**src/rtl/vga_scan_driver.sv**
```systemverilog
// -----------------------------------------------------------------------------
// vga_scan_driver
//
// Generates the 640x480@60 VGA raster.
// - A horizontal counter and a vertical counter walk the whole frame,
//   including the porches and the sync pulses.
// - col/row/active are decoded combinationally and go to the level renderers.
// - The renderer colour comes back PIPE_DELAY cycles later. It is blanked and
//   registered together with hsync/vsync, so all connector signals stay
//   aligned.
// - frame_tick and frame_count pace the game logic. They are undelayed and
//   belong to the raster domain.
//
// Ports:
//   pixel_clk    in   pixel clock (25 MHz nominal)
//   resetSwitch  in   asynchronous active-low reset
//   col          out  [9:0] visible column, 0 outside the visible area
//   row          out  [8:0] visible row, 0 outside the visible area
//   active       out  col/row lie in the visible area
//   red_in       in   [3:0] renderer red, valid PIPE_DELAY cycles after col/row
//   green_in     in   [3:0] renderer green
//   blue_in      in   [3:0] renderer blue
//   vga_red      out  [3:0] registered, blanked red to the connector
//   vga_green    out  [3:0] registered, blanked green to the connector
//   vga_blue     out  [3:0] registered, blanked blue to the connector
//   hsync        out  registered, active-low
//   vsync        out  registered, active-low
//   frame_tick   out  one-cycle pulse at the first cycle of vertical blanking
//   frame_count  out  [7:0] frames completed, wrapping
// -----------------------------------------------------------------------------
module vga_scan_driver #(
    parameter int H_ACTIVE   = 640,
    parameter int H_FP       = 16,
    parameter int H_SYNC     = 96,
    parameter int H_BP       = 48,
    parameter int V_ACTIVE   = 480,
    parameter int V_FP       = 10,
    parameter int V_SYNC     = 2,
    parameter int V_BP       = 33,
    parameter int PIPE_DELAY = 1
) (
    input  logic       pixel_clk,
    input  logic       resetSwitch,
    output logic [9:0] col,
    output logic [8:0] row,
    output logic       active,
    input  logic [3:0] red_in,
    input  logic [3:0] green_in,
    input  logic [3:0] blue_in,
    output logic [3:0] vga_red,
    output logic [3:0] vga_green,
    output logic [3:0] vga_blue,
    output logic       hsync,
    output logic       vsync,
    output logic       frame_tick,
    output logic [7:0] frame_count
);

    localparam int H_TOTAL = H_ACTIVE + H_FP + H_SYNC + H_BP;
    localparam int V_TOTAL = V_ACTIVE + V_FP + V_SYNC + V_BP;

    localparam logic [9:0] H_LAST   = 10'(H_TOTAL - 1);
    localparam logic [9:0] V_LAST   = 10'(V_TOTAL - 1);
    localparam logic [9:0] H_VIS    = 10'(H_ACTIVE);
    localparam logic [9:0] V_VIS    = 10'(V_ACTIVE);
    localparam logic [9:0] HS_START = 10'(H_ACTIVE + H_FP);
    localparam logic [9:0] HS_STOP  = 10'(H_ACTIVE + H_FP + H_SYNC);
    localparam logic [9:0] VS_START = 10'(V_ACTIVE + V_FP);
    localparam logic [9:0] VS_STOP  = 10'(V_ACTIVE + V_FP + V_SYNC);

    // The delay line must be 1-4 deep. Both totals must fit the 10-bit
    // counters.
    if (PIPE_DELAY < 1 || PIPE_DELAY > 4 || H_TOTAL > 1023 || V_TOTAL > 1023) begin : g_param_guard
        $error("vga_scan_driver: PIPE_DELAY must be 1-4 and H_TOTAL/V_TOTAL must not exceed 1023");
    end

    logic [9:0]            r_h_cnt;
    logic [9:0]            r_v_cnt;
    logic                  w_h_vis;
    logic                  w_v_vis;
    logic                  w_active;
    logic                  w_hs_raw;
    logic                  w_vs_raw;
    logic                  w_frame_start;
    logic [PIPE_DELAY-1:0] r_act_dly;
    logic [PIPE_DELAY-1:0] r_hs_dly;
    logic [PIPE_DELAY-1:0] r_vs_dly;
    logic [3:0]            r_red;
    logic [3:0]            r_green;
    logic [3:0]            r_blue;
    logic                  r_hsync;
    logic                  r_vsync;
    logic [7:0]            r_frame_count;

    // Raster counters: v advances only on the h wrap.
    always_ff @(posedge pixel_clk or negedge resetSwitch) begin
        if (!resetSwitch) begin
            r_h_cnt <= '0;
            r_v_cnt <= '0;
        end else if (r_h_cnt == H_LAST) begin
            r_h_cnt <= '0;
            r_v_cnt <= (r_v_cnt == V_LAST) ? 10'd0 : r_v_cnt + 10'd1;
        end else begin
            r_h_cnt <= r_h_cnt + 10'd1;
        end
    end

    assign w_h_vis  = (r_h_cnt < H_VIS);
    assign w_v_vis  = (r_v_cnt < V_VIS);
    assign w_active = w_h_vis && w_v_vis;

    // row is forced to 0 in vertical blanking. Otherwise lines 512-524 would
    // alias onto rows 0-12 in 9 bits.
    assign col    = w_h_vis ? r_h_cnt : 10'd0;
    assign row    = w_v_vis ? r_v_cnt[8:0] : 9'd0;
    assign active = w_active;

    assign w_hs_raw = !((r_h_cnt >= HS_START) && (r_h_cnt < HS_STOP));
    assign w_vs_raw = !((r_v_cnt >= VS_START) && (r_v_cnt < VS_STOP));

    assign w_frame_start = (r_h_cnt == 10'd0) && (r_v_cnt == V_VIS);

    // Delay line that matches renderer latency. In reset, sync is inactive
    // (high) and the blank state is active (colour off).
    always_ff @(posedge pixel_clk or negedge resetSwitch) begin
        if (!resetSwitch) begin
            r_act_dly <= '0;
            r_hs_dly  <= '1;
            r_vs_dly  <= '1;
        end else begin
            r_act_dly[0] <= w_active;
            r_hs_dly[0]  <= w_hs_raw;
            r_vs_dly[0]  <= w_vs_raw;
            for (int i = 1; i < PIPE_DELAY; i++) begin
                r_act_dly[i] <= r_act_dly[i-1];
                r_hs_dly[i]  <= r_hs_dly[i-1];
                r_vs_dly[i]  <= r_vs_dly[i-1];
            end
        end
    end

    // Connector register: colour, blank and sync leave on the same edge.
    always_ff @(posedge pixel_clk or negedge resetSwitch) begin
        if (!resetSwitch) begin
            r_red   <= '0;
            r_green <= '0;
            r_blue  <= '0;
            r_hsync <= 1'b1;
            r_vsync <= 1'b1;
        end else begin
            r_red   <= r_act_dly[PIPE_DELAY-1] ? red_in   : 4'd0;
            r_green <= r_act_dly[PIPE_DELAY-1] ? green_in : 4'd0;
            r_blue  <= r_act_dly[PIPE_DELAY-1] ? blue_in  : 4'd0;
            r_hsync <= r_hs_dly[PIPE_DELAY-1];
            r_vsync <= r_vs_dly[PIPE_DELAY-1];
        end
    end

    always_ff @(posedge pixel_clk or negedge resetSwitch) begin
        if (!resetSwitch) begin
            r_frame_count <= '0;
        end else if (w_frame_start) begin
            r_frame_count <= r_frame_count + 8'd1;
        end
    end

    assign vga_red     = r_red;
    assign vga_green   = r_green;
    assign vga_blue    = r_blue;
    assign hsync       = r_hsync;
    assign vsync       = r_vsync;
    assign frame_tick  = w_frame_start;
    assign frame_count = r_frame_count;

endmodule

```
**config.mk**
```make
export PLATFORM = sky130hd
export DESIGN_NAME = vga_scan_driver
export DESIGN_NICKNAME = d
export VERILOG_FILES = /design/src/rtl/vga_scan_driver.sv
export SDC_FILE = /design/constraint.sdc
export NUM_CORES = 1
export LEC_CHECK = 0
export ABC_AREA = 0
export BUFFER_PORTS_ARGS = -buffer_cell sky130_fd_sc_hd__buf_2
export CAP_MARGIN = 25
export CELL_PAD_IN_SITES_DETAIL_PLACEMENT = 2
export CELL_PAD_IN_SITES_GLOBAL_PLACEMENT = 2
export CORE_MARGIN = 2
export CORE_UTILIZATION = 29
export CTS_CLUSTER_SIZE = 30
export DETAILED_ROUTE_END_ITERATION = 10
export PLACE_DENSITY_LB_ADDON = 0.1
export SLEW_MARGIN = 20
export SYNTH_ARGS = -nofsm -noshare
export SYNTH_HDL_FRONTEND = slang
export SYNTH_SLANG_ARGS = --single-unit
```
**constraint.sdc**
```tcl
create_clock -name pixel_clk -period 1.8 [get_ports pixel_clk]
set_input_delay 0.18 -clock pixel_clk [delete_from_list [all_inputs] [get_ports pixel_clk]]
set_output_delay 0.18 -clock pixel_clk [all_outputs]
set_load 0.02 [all_outputs]
```
**Word-level counts from Yosys, hierarchy flattened**

Index checks and enable logic that the tools add are counted.
W data, S select, Z words.

- Bits in writable memories: 0
- Bits in registers: 45
- Logic and storage cells: 37
- Memories: 0
- Bits of input ports: 14
- Latch bits: 0
- Memory bits (read-only): 0

- Add/subtract/negate cells: 3
- Div/mod/pow operators: 0
- Multipliers: 0
- Eq/ne operators: 3
- Shift operators: 0
- Bitwise operators: 0
- $lt $le $gt $ge: 6
- Reduce and logical (&&, ||, !) cells: 7
- Muxes and demuxes: 7

Operators with widths:

| operator | number |
|---|---|
| $mux W10 | 3 |
| $add A10 B1 Y10 const B | 2 |
| $eq A10 B10 Y1 const B | 2 |
| $lt A10 B10 Y1 const B | 2 |
| $lt A10 B9 Y1 const B | 2 |
| $mux W4 | 3 |
| $eq A10 B9 Y1 const B | 1 |
| $ge A10 B10 Y1 const B | 1 |
| $ge A10 B9 Y1 const B | 1 |
| $logic_not A10 Y1 | 1 |
| $mux W9 | 1 |
| $add A8 B1 Y8 const B | 1 |
| $logic_and A1 B1 Y1 | 4 |
| $logic_not A1 Y1 | 2 |

**Longest topological paths before layout**

Gate-level depths: netlist of run 1.

- Word-level depth: 3
- Gate-level depth with buffers: 6
- Mapped depth without buffers: 6

**Worst setup path after synthesis of run 1**

Ideal clock, no wire load.

- Path type: reg-to-reg
- Start point: register r_v_cnt[2]
- End point: register r_frame_count[1], in the netlist frame_count[1]
- Buffers on the path: 2
- Required time: 1675 ps
- Data arrival time: 1925 ps
- Library setup time: 125 ps
- Path slack: -250 ps
- Stages on the path, launching flop included: 6
- Path through: dfrtp_1 clkbuf_1 or4_1 buf_4 nor4_4 mux2_4

- Cells in the longest elaborated chain, start to end: 2

RTL lines:

| item | RTL line | text |
|---|---|---|
| start, declared | 78 | `logic [9:0] r_v_cnt;` |
| start signal, assigned | 102 | `r_v_cnt <= (r_v_cnt == V_LAST) ? 10'd0 : r_v_cnt + 10'd1;` |
| $eq A10 B9 Y1 | 121 | `assign w_frame_start = (r_h_cnt == 10'd0) && (r_v_cnt == V_VIS);` |
| $logic_and A1 B1 Y1 | 121 |  |
| via frame_tick | 55 | `output logic frame_tick,` |
| end signal, assigned | 163 | `r_frame_count <= r_frame_count + 8'd1;` |
| end, declared | 93 | `logic [7:0] r_frame_count;` |

The timed path passes the listed nets, and every way through them passes these cells.
A chain may end at the register's enable or synchronous reset.

**Worst setup path after layout of run 1**

- Start point: register r_v_cnt[8]
- End point: output port frame_tick

- Cells in the longest elaborated chain, start to end: 2

RTL lines:

| item | RTL line |
|---|---|
| $eq A10 B9 Y1 | 121 |
| $logic_and A1 B1 Y1 | 121 |
| end, declared | 55 |

No other way between the ends.

==> results of run 1 <==
==> layer usage <==
metal	up-vias	GRT usage, %
met2	45	25.93
met3	5	3.339
met5	-	0
met4	0	3.846
met1	910	21.77
li1	902	-
==> worst reg2reg max path: cells and delay by family (launching register included) <==
kind | cells | cell delay [ns]
buffers and inverters | 1 | 0.17
DFF | 1 | 0.37
muxes | 1 | 0.28
and+or+nand+nor | 3 | 0.87
==> kinds of logic (layout without fill, tap and decap cells) <==
| logic type | after synthesis | after routing | share of synthesized area (%) |
|---|---|---|---|
| flip-flops | 45 | 45 | 52.10 |
| AO/OA/AOI/OAI | 13 | 13 | 3.574 |
| multiplexers | 2 | 2 | 1.153 |
| AND/OR/NAND/NOR | 106 | 106 | 28.82 |
| buffers and inverters | 22 | 114 | 4.207 |
| adder cells (fa/ha/maj) | 5 | 5 | 2.882 |
| XOR/XNOR | 18 | 18 | 7.262 |
==> repair_timing <==
action | in CTS | in global routing
gates resized for setup | 6 | 11
hold buffers | 1 | 0
endpoints found under the setup margin | 3 | 10
endpoints found under the hold margin | 41 | 0
pin swaps | 0 | 3
buffers inserted | 2 | 5
==> report_power, final <==
| group | internal [mW] | switching, mW | leakage [nW] |
|---|---|---|---|
| Sequential | 1.02 | 0.00293 | 0.566 |
| Combinational | 0.0319 | 0.0498 | 0.940 |
| Clock | 0.559 | 0.370 | 0.0687 |
==> area by class of cell <==
cell class	instances	area [µm²]
Fill cell	822	4198
Tap cell	99	123.9
Clock inverter	3	68.82
Sequential cell	45	1132
Multi-Input combinational cell	144	1012
Clock buffer	5	68.82
Inverter	8	30.03
Timing Repair Buffer	98	619.3
==> worst paths after layout <==
check                                        endpoint                    from  cells past startpoint  slack (ns)
setup / recovery                           frame_tick  r_v_cnt[8]$_DFFE_PN0N_                      4       -0.13
hold / removal                 vga_green[1]$_DFF_PN0_             green_in[1]                      2        0.09
setup reg to reg           frame_count[1]$_DFFE_PN0P_  r_v_cnt[8]$_DFFE_PN0N_                      5           0
hold reg to reg                       vsync$_DFF_PN1_      r_vs_dly$_DFF_PN1_                      0        0.36
max in group asynchronous          r_vs_dly$_DFF_PN1_             resetSwitch                      3        1.13
min in group asynchronous      vga_green[2]$_DFF_PN0_             resetSwitch                      3        0.39
==> through the flow <==
| step | setup slack, ns | total power, mW |
|---|---|---|
| global placement | 0.09648 | 1.128 |
| global route | -0.2440 | 2.124 |
| detailed placement | 0.02836 | 1.129 |
| finish | -0.1276 | 2.038 |
| floorplan | -0.1307 | 1.075 |
| CTS | -0.1865 | 2.075 |
==> Yosys cell counts, drive strengths merged, types with 3 or more instances <==
| master | count | area share, % |
|---|---|---|
| and2 | 21 | 6.1 |
| clkbuf | 11 | 1.9 |
| and4 | 3 | 1.2 |
| nor2 | 9 | 1.6 |
| ha | 5 | 2.9 |
| nor2b | 4 | 1.2 |
| nand3 | 12 | 2.8 |
| nor4 | 4 | 1.8 |
| o21ai | 7 | 1.6 |
| nor3 | 8 | 1.8 |
| nand4 | 7 | 2.0 |
| and3 | 15 | 4.3 |
| xor2 | 13 | 5.2 |
| nand2 | 13 | 2.2 |
| buf | 3 | 0.92 |
| dfstp | 4 | 4.8 |
| inv | 8 | 1.4 |
| dfrtp | 41 | 47 |
| xnor2 | 5 | 2.0 |
==> state kept, by name, indices dropped and copies added (netlist names) <==
signal / count
frame_count: 8
hsync: 1
r_act_dly: 1
r_h_cnt: 10
r_hs_dly: 1
r_v_cnt: 10
r_vs_dly: 1
vga_blue: 4
vga_green: 4
vga_red: 4
vsync: 1
==> impl_metrics.csv, run 1 <==
group,metric,value,unit
global_routing,grt_pass1_vias,2046,
floorplanning,rows,31,
global_routing,grt_util_all_layers,15.95,%
global_routing,antenna_found_initial,0,
routing,maxUsedRoutingLayer,"met4",
critical_path,crit_path_top_delay_cell,"or4_4",
routing,vias,1862,
synthesis,yosys_warnings,0,
placement,place_area,0.002781,mm²
global_routing,grt_pass1_wl,10.71,mm
floorplanning,die_h,90.52,µm
placement,io_buffers,56,
floorplanning,die_width,90.52,µm
placement,hpwlAfterDp,4.627,mm
timing,rsz0062_at_grt,"yes",
run_status,violations,"negative setup slack",
global_routing,grt_max_degree,46,
clock_tree,insertion_delay,0.30,ns
floorplanning,ioPinCount,57,
final_layout,layout_commonest_cell,"buf_2",
final_layout,syn_to_final_growth,40.75,%
routing,ant_nets,0,
critical_path,worstSetupPathType,"flip-flop to output port",
routing,drtIter0Drc,36,
final_layout,layout_common_cells,"54 x buf_2, 41 x buf_4, 40 x dfrtp_1",
global_routing,overflow,0,
critical_path,worstPathMaxFanout,3,
run_status,status,"finished with violations",
synthesis,synth_flop_cell,"dfrtp_1",
timing,whs,0.08506,ns
timing,hold_viol,0,
min_path,hold_class,"primary input to flip-flop",
routing,vias_per_cell,4.632,
timing,timing.fmax,0.5188,GHz
clock_tree,clockBufferDepth,2,
floorplanning,core_area,0.007253,mm²
final_layout,layout.cells.non_filler,402,
final_layout,fin_area,0.003055,mm²
timing,worst_slew_pin_slew,0.3862,ns
synthesis,synth.ff_latch_count,45,
synthesis,synthArstFlopShare,100.0,%
critical_path,end_kind,"output port",
clock_tree,h-tree-depth,2,
critical_path,crit_family,"simple AND/OR/NAND/NOR gates",
timing,relSlewSlack,73.89,%
clock_tree,numCtsBuffers,5,
routing,wl,6.263,mm
final_layout,antenna_cells,0,
clock_tree,clock-sinks,45,
placement,gp_congestion,0.7605,
clock_tree,clkTransAtPathRegs,0.09,ns
timing,setup_tns,-0.1276,ns
clock_tree,tritoncts,"done",
timing,fin_crit_sh,107.1,%
routing,wl_met1,3.042,mm
critical_path,worstPathCellList,"nand4_1, or4_4, nor4_4, buf_4",
critical_path,crit_buf_inv,1,
timing,period_needed,1.928,ns
routing,met3_length,259,µm
synthesis,yosysSeqAreaShare,52.10,%
power,p_per_area,666.9,mW/mm²
flow_run,maxCapViolations,0,
floorplanning,start_util,29.93,%
synthesis,yosysUniqueCellTypes,36,
synthesis,synth_edf_count,0,
final_layout,final_core_util,42.13,%
timing,fin_ws,-0.1276,ns
critical_path,cp_slowest_stage_delay,0.46,ns
placement,dp_cells,386,
routing,drcViolationCount,0,
critical_path,cp-start-kind,"flip-flop",
critical_path,required,1.62,ns
timing,finClkSkew,0.009466,ns
floorplanning,dieArea,0.008194,mm²
routing,firstDrtPassIters,4,
synthesis,avgSynthCellArea,10.29,µm²
synthesis,synth_cells,211,
clock_tree,cts_root_buffer,"clkbuf_8",
timing,setup_viol,1,
routing,routedWlPerCell,15.58,µm
synthesis,syn_nets,230,
synthesis,synthesis.area,0.002171,mm²
routing,met2_length,2.909,mm
power,vdd_ir_drop_max,391.1,µV
final_layout,fin_nets,321,
final_layout,drive_gt1_share,40.92,%
power,power.leakage,1.575,nW
timing,slew_violations,0,
critical_path,cp_data_arrival_time,1.75,ns
No activity file was read; power rests on OpenSTA's default activity.
==> inputs of run 2 (changes only) <==
Settings changed: CORE_ASPECT_RATIO set to 0.75, CORE_UTILIZATION 29 to 34.
Clock period 1.8 ns to 2.3 ns, I/O delays scaled along.
==> run 2 against run 1 <==
Against the previous run:
- the run now ends clean
- worst setup slack better by 0.35 ns
- global-route usage is 1.6 points higher
- combinational power is 23% lower
- largest cell class unchanged
- critical path type unchanged
==> impl_metrics.csv, run 2 (synthesized netlist as in run 1, its figures left out) <==
group,metric,value,unit
critical_path,rrSetupSlack,0.40,ns
run_status,status,"finished, final reports clean",
clock_tree,insertion_delay,0.30,ns
clock_tree,clock-sinks,45,
global_routing,grt_pass1_vias,1885,
floorplanning,die_width,96.27,µm
timing,worst_slew_pin_slew,0.6940,ns
clock_tree,h-tree-depth,2,
clock_tree,clockBufferDepth,2,
critical_path,crit_buf_inv,1,
placement,place_ws,0.3365,ns
timing,relSlewSlack,53.74,%
routing,vias,1758,
critical_path,worstPathCellList,"nand4_1, or4_1, nor4_4, buf_2",
final_layout,drive_gt1_share,28.89,%
final_layout,fin_nets,288,
routing,routedWlPerCell,16.37,µm
clock_tree,cts_resized,0,
min_path,hold_class,"primary input to flip-flop",
critical_path,crit_family,"simple AND/OR/NAND/NOR gates",
critical_path,r2r-end,"frame_count[5]$_DFFE_PN0P_",
routing,firstDrtPassIters,4,
final_layout,layout_commonest_cell,"buf_2",
global_routing,grt_pass1_wl,9.439,mm
min_path,whs_endpoint,"vga_red[2]$_DFF_PN0_",
critical_path,required,2.07,ns
floorplanning,start_util,34.87,%
floorplanning,rows,25,
global_routing,grt_max_degree,31,
clock_tree,tritoncts,"done",
placement,hpwlAfterDp,4.308,mm
critical_path,cp_slowest_stage_delay,0.50,ns
power,p_per_area,512.9,mW/mm²
clock_tree,numCtsBuffers,5,
timing,hold_viol,0,
timing,rsz0062_at_grt,"no",
min_path,min_from,"red_in[2]",
timing,slew_violations,0,
floorplanning,core_area,0.006225,mm²
final_layout,antenna_cells,0,
floorplanning,ioPinCount,57,
min_path,whs_path_depth,2,
floorplanning,dieArea,0.007047,mm²
critical_path,cp_data_arrival_time,1.85,ns
placement,place_area,0.002544,mm²
routing,drtIter0Drc,68,
global_routing,antenna_found_initial,0,
critical_path,worst-r2r-cell-count,5,
timing,finClkSkew,0.008820,ns
timing,timing.fmax,0.4819,GHz
timing,fin_ws,0.2249,ns
power,vdd_ir_drop_max,241.0,µV
timing,period_needed,2.075,ns
critical_path,worstSetupPathType,"flip-flop to output port",
timing,setup_tns,0,ns
routing,vias_per_cell,5.009,
final_layout,final_core_util,42.55,%
global_routing,overflow,0,
timing,setup_viol,0,
flow_run,maxCapViolations,0,
power,total_power,1.359,mW
global_routing,grt_util_all_layers,17.54,%
critical_path,r2r-start,"r_v_cnt[6]$_DFFE_PN0N_",
critical_path,end_kind,"output port",
routing,wl,5.745,mm
final_layout,layout_common_cells,"56 x buf_2, 41 x dfrtp_1, 21 x and2_1",
clock_tree,cts_root_buffer,"clkbuf_8",
timing,fin_crit_sh,90.22,%
final_layout,syn_to_final_growth,22.02,%
final_layout,nFillCells,710,
critical_path,crit_path_top_delay_cell,"or4_1",
critical_path,cp-start-kind,"flip-flop",
floorplanning,die_h,73.20,µm
clock_tree,clkTransAtPathRegs,0.09,ns
placement,io_buffers,56,
final_layout,fin_area,0.002649,mm²
critical_path,worstPathMaxFanout,6,
routing,ant_nets,0,
routing,drcViolationCount,0,
power,power.leakage,1.337,nW
placement,gp_congestion,0.7326,
[run 2: cell count changes in the layout (fill, tap and decap cells not counted), moves of 2 or more]
| cell | change |
|---|---|
| buf_4 | -33 |
| clkinvlp_4 | +2 |
| bufinv_16 | -2 |
| nor3_1 | +5 |
| nor4_1 | +2 |
| nor3_2 | -5 |
| buf_2 | +2 |
[run 2: what timing repair did]
action                                 in CTS  in global routing
buffers inserted                            0                  1
endpoints found under the hold margin      24                  0
hold buffers                                1                  0
setup endpoints to repair                   0                  1
[run 2: layout make-up]
type	instances	area, µm²	area share, %
sequential	45	1131	42.70
multi-input combinational	144	948.4	35.81
timing repair buffer	65	350.3	13.23
tap	81	101.3	3.826
clock buffer	6	72.57	2.740
inverter	8	30.03	1.134
clock inverter	2	15.01	0.5668
[run 2: worst max path at each step]
stage / startpoint / endpoint / slack [ns] / cells past startpoint
after global placement: r_v_cnt[6]$_DFFE_PN0N_ / frame_tick / 0.37 / 4
after CTS: r_v_cnt[6]$_DFFE_PN0N_ / frame_tick / 0.004 / 4
after global routing: r_h_cnt[6]$_DFF_PN0_ / frame_tick / 0.06 / 4
final: r_v_cnt[6]$_DFFE_PN0N_ / frame_tick / 0.22 / 4
after floorplan: r_v_cnt[2]$_DFFE_PN0N_ / frame_count[1]$_DFFE_PN0P_ / 0.25 / 5
after detailed placement: r_v_cnt[6]$_DFFE_PN0N_ / frame_tick / 0.34 / 4
[run 2: routing by layer]
metal / global-route usage [%] / vias to the layer above / share of wire (%)
li1: - / 836 / -
met1: 24.53 / 874 / 48
met2: 28.16 / 43 / 46
met3: 3.306 / 5 / 5.8
met4: 4.286 / 0 / 0.80
met5: 0 / - / 0
[run 2: through the flow]
step	std cells	hold WS [ns]
finish	351	0.1378
global route	351	0.1321
CTS	350	0.1335
detailed placement	341	0.3181
global placement	341	0.3166
floorplan	211	-0.06559
[run 2: report_power, final]
group | switching [mW] | total (mW) | internal, mW
Combinational | 0.0396 | 0.0632 | 0.0236
Clock | 0.277 | 0.492 | 0.214
Sequential | 0.00265 | 0.804 | 0.801
==> inputs of run 3 (changes only) <==
Settings changed: HOLD_SLACK_MARGIN set to 0.05, MAX_ROUTING_LAYER set to met4.
==> run 3 against run 2 <==
Against the previous run:
- sequential power hardly changed
- utilization unchanged
- sequential share of layout area did not move
- combinational power about the same
- largest cell class unchanged
- largest power group unchanged
- highest routed layer unchanged
==> impl_metrics.csv, run 3 (synthesized netlist as in run 1, its figures left out) <==
group,metric,value,unit
global_routing,grt_pass1_wl,9.418,mm
timing,fin_crit_sh,90.08,%
global_routing,overflow,0,
final_layout,final_core_util,42.55,%
critical_path,required,2.07,ns
critical_path,worstPathMaxFanout,6,
final_layout,layout_commonest_cell,"buf_2",
clock_tree,clockBufferDepth,2,
final_layout,fin_nets,288,
power,p_per_area,512.4,mW/mm²
power,vdd_ir_drop_max,241.1,µV
clock_tree,insertion_delay,0.30,ns
routing,ant_nets,0,
placement,gp_congestion,0.7415,
floorplanning,die_h,73.20,µm
clock_tree,clock-sinks,45,
timing,relSlewSlack,53.69,%
global_routing,top_usage_layer,"met2",
timing,hold_viol,0,
final_layout,fin_area,0.002649,mm²
power,power.leakage,1.337,nW
global_routing,grt_util_all_layers,18.04,%
clock_tree,cts_root_buffer,"clkbuf_8",
timing,slew_violations,0,
clock_tree,h-tree-depth,2,
min_path,hold_class,"primary input to flip-flop",
routing,wl,5.721,mm
run_status,status,"finished, final reports clean",
final_layout,layout_common_cells,"56 x buf_2, 41 x dfrtp_1, 21 x and2_1",
routing,routedWlPerCell,16.30,µm
global_routing,antenna_found_initial,0,
routing,vias_per_cell,5.037,
clock_tree,tritoncts,"done",
timing,period_needed,2.072,ns
placement,io_buffers,56,
final_layout,syn_to_final_growth,22.02,%
final_layout,antenna_cells,0,
floorplanning,start_util,34.87,%
floorplanning,ioPinCount,57,
placement,place_ws,0.3365,ns
timing,setup_viol,0,
critical_path,rrSetupSlack,0.40,ns
placement,place_area,0.002544,mm²
clock_tree,numCtsBuffers,5,
timing,whs,0.1398,ns
global_routing,gr-usage-met1,24.26,%
timing,rsz0062_at_grt,"no",
placement,hpwlAfterDp,4.308,mm
placement,dp_cells,341,
timing,timing.fmax,0.4827,GHz
timing,worst_slew_pin_slew,0.6947,ns
timing,setup_tns,0,ns
floorplanning,die_width,96.27,µm
global_routing,grt_max_degree,31,
final_layout,layout.cells.non_filler,351,
floorplanning,core_area,0.006225,mm²
floorplanning,dieArea,0.007047,mm²
timing,finClkSkew,0.007270,ns
routing,firstDrtPassIters,4,
floorplanning,rows,25,
global_routing,use_met3,3.306,%
routing,drtIter0Drc,37,
power,total_power,1.357,mW
global_routing,grt_pass1_vias,1892,
critical_path,cp-start-kind,"flip-flop",
timing,fin_ws,0.2282,ns
global_routing,use_met2,28.40,%
final_layout,drive_gt1_share,28.89,%
critical_path,end_kind,"output port",
flow_run,maxCapViolations,0,
critical_path,cp_data_arrival_time,1.84,ns
critical_path,worstSetupPathType,"flip-flop to output port",
routing,drcViolationCount,0,
clock_tree,clkTransAtPathRegs,0.09,ns
routing,vias,1768,
run 3: repair_timing:
action | in CTS | in global routing
endpoints found under the setup margin | 0 | 1
hold endpoints to repair | 24 | 0
buffers inserted | 0 | 1
hold buffers | 1 | 0
resized for setup | 0 | 0
run 3: layer usage:
layer	part of all wire [%]	vias to the layer above
met5	0	-
met4	0.77	0
met3	6.5	5
met2	46	52
met1	46	876
li1	-	835
run 3: critical path, stage by stage, from the launching register on:
cell and delay (ns):
dfrtp_1 0.46, nand4_1 0.17, or4_1 0.50, nor4_4 0.20, buf_2 0.22
run 3: area by class of cell:
class	instances	area (µm²)
Multi-Input combinational cell	144	948.4
Clock buffer	6	72.57
Sequential cell	45	1131
Inverter	8	30.03
Clock inverter	2	15.01
Timing Repair Buffer	65	350.3
Tap cell	81	101.3
Fill cell	710	3576
run 3: power breakdown:
| part | switching [mW] | internal (mW) | leakage, nW |
|---|---|---|---|
| Clock | 0.276 | 0.214 | 0.0374 |
| Sequential | 0.00265 | 0.801 | 0.568 |
| Combinational | 0.0396 | 0.0236 | 0.732 |
run 3: path summary, 6_finish.rpt:
path / from / end / depth (start not counted)
max: r_v_cnt[6]$_DFFE_PN0N_ / frame_tick / 4
min: red_in[2] / vga_red[2]$_DFF_PN0_ / 2
max reg2reg: r_v_cnt[6]$_DFFE_PN0N_ / frame_count[5]$_DFFE_PN0P_ / 5
min reg2reg: r_hs_dly$_DFF_PN1_ / hsync$_DFF_PN1_ / 0
max in group asynchronous: resetSwitch / vga_green[3]$_DFF_PN0_ / 3
min in group asynchronous: resetSwitch / r_h_cnt[0]$_DFF_PN0_ / 2
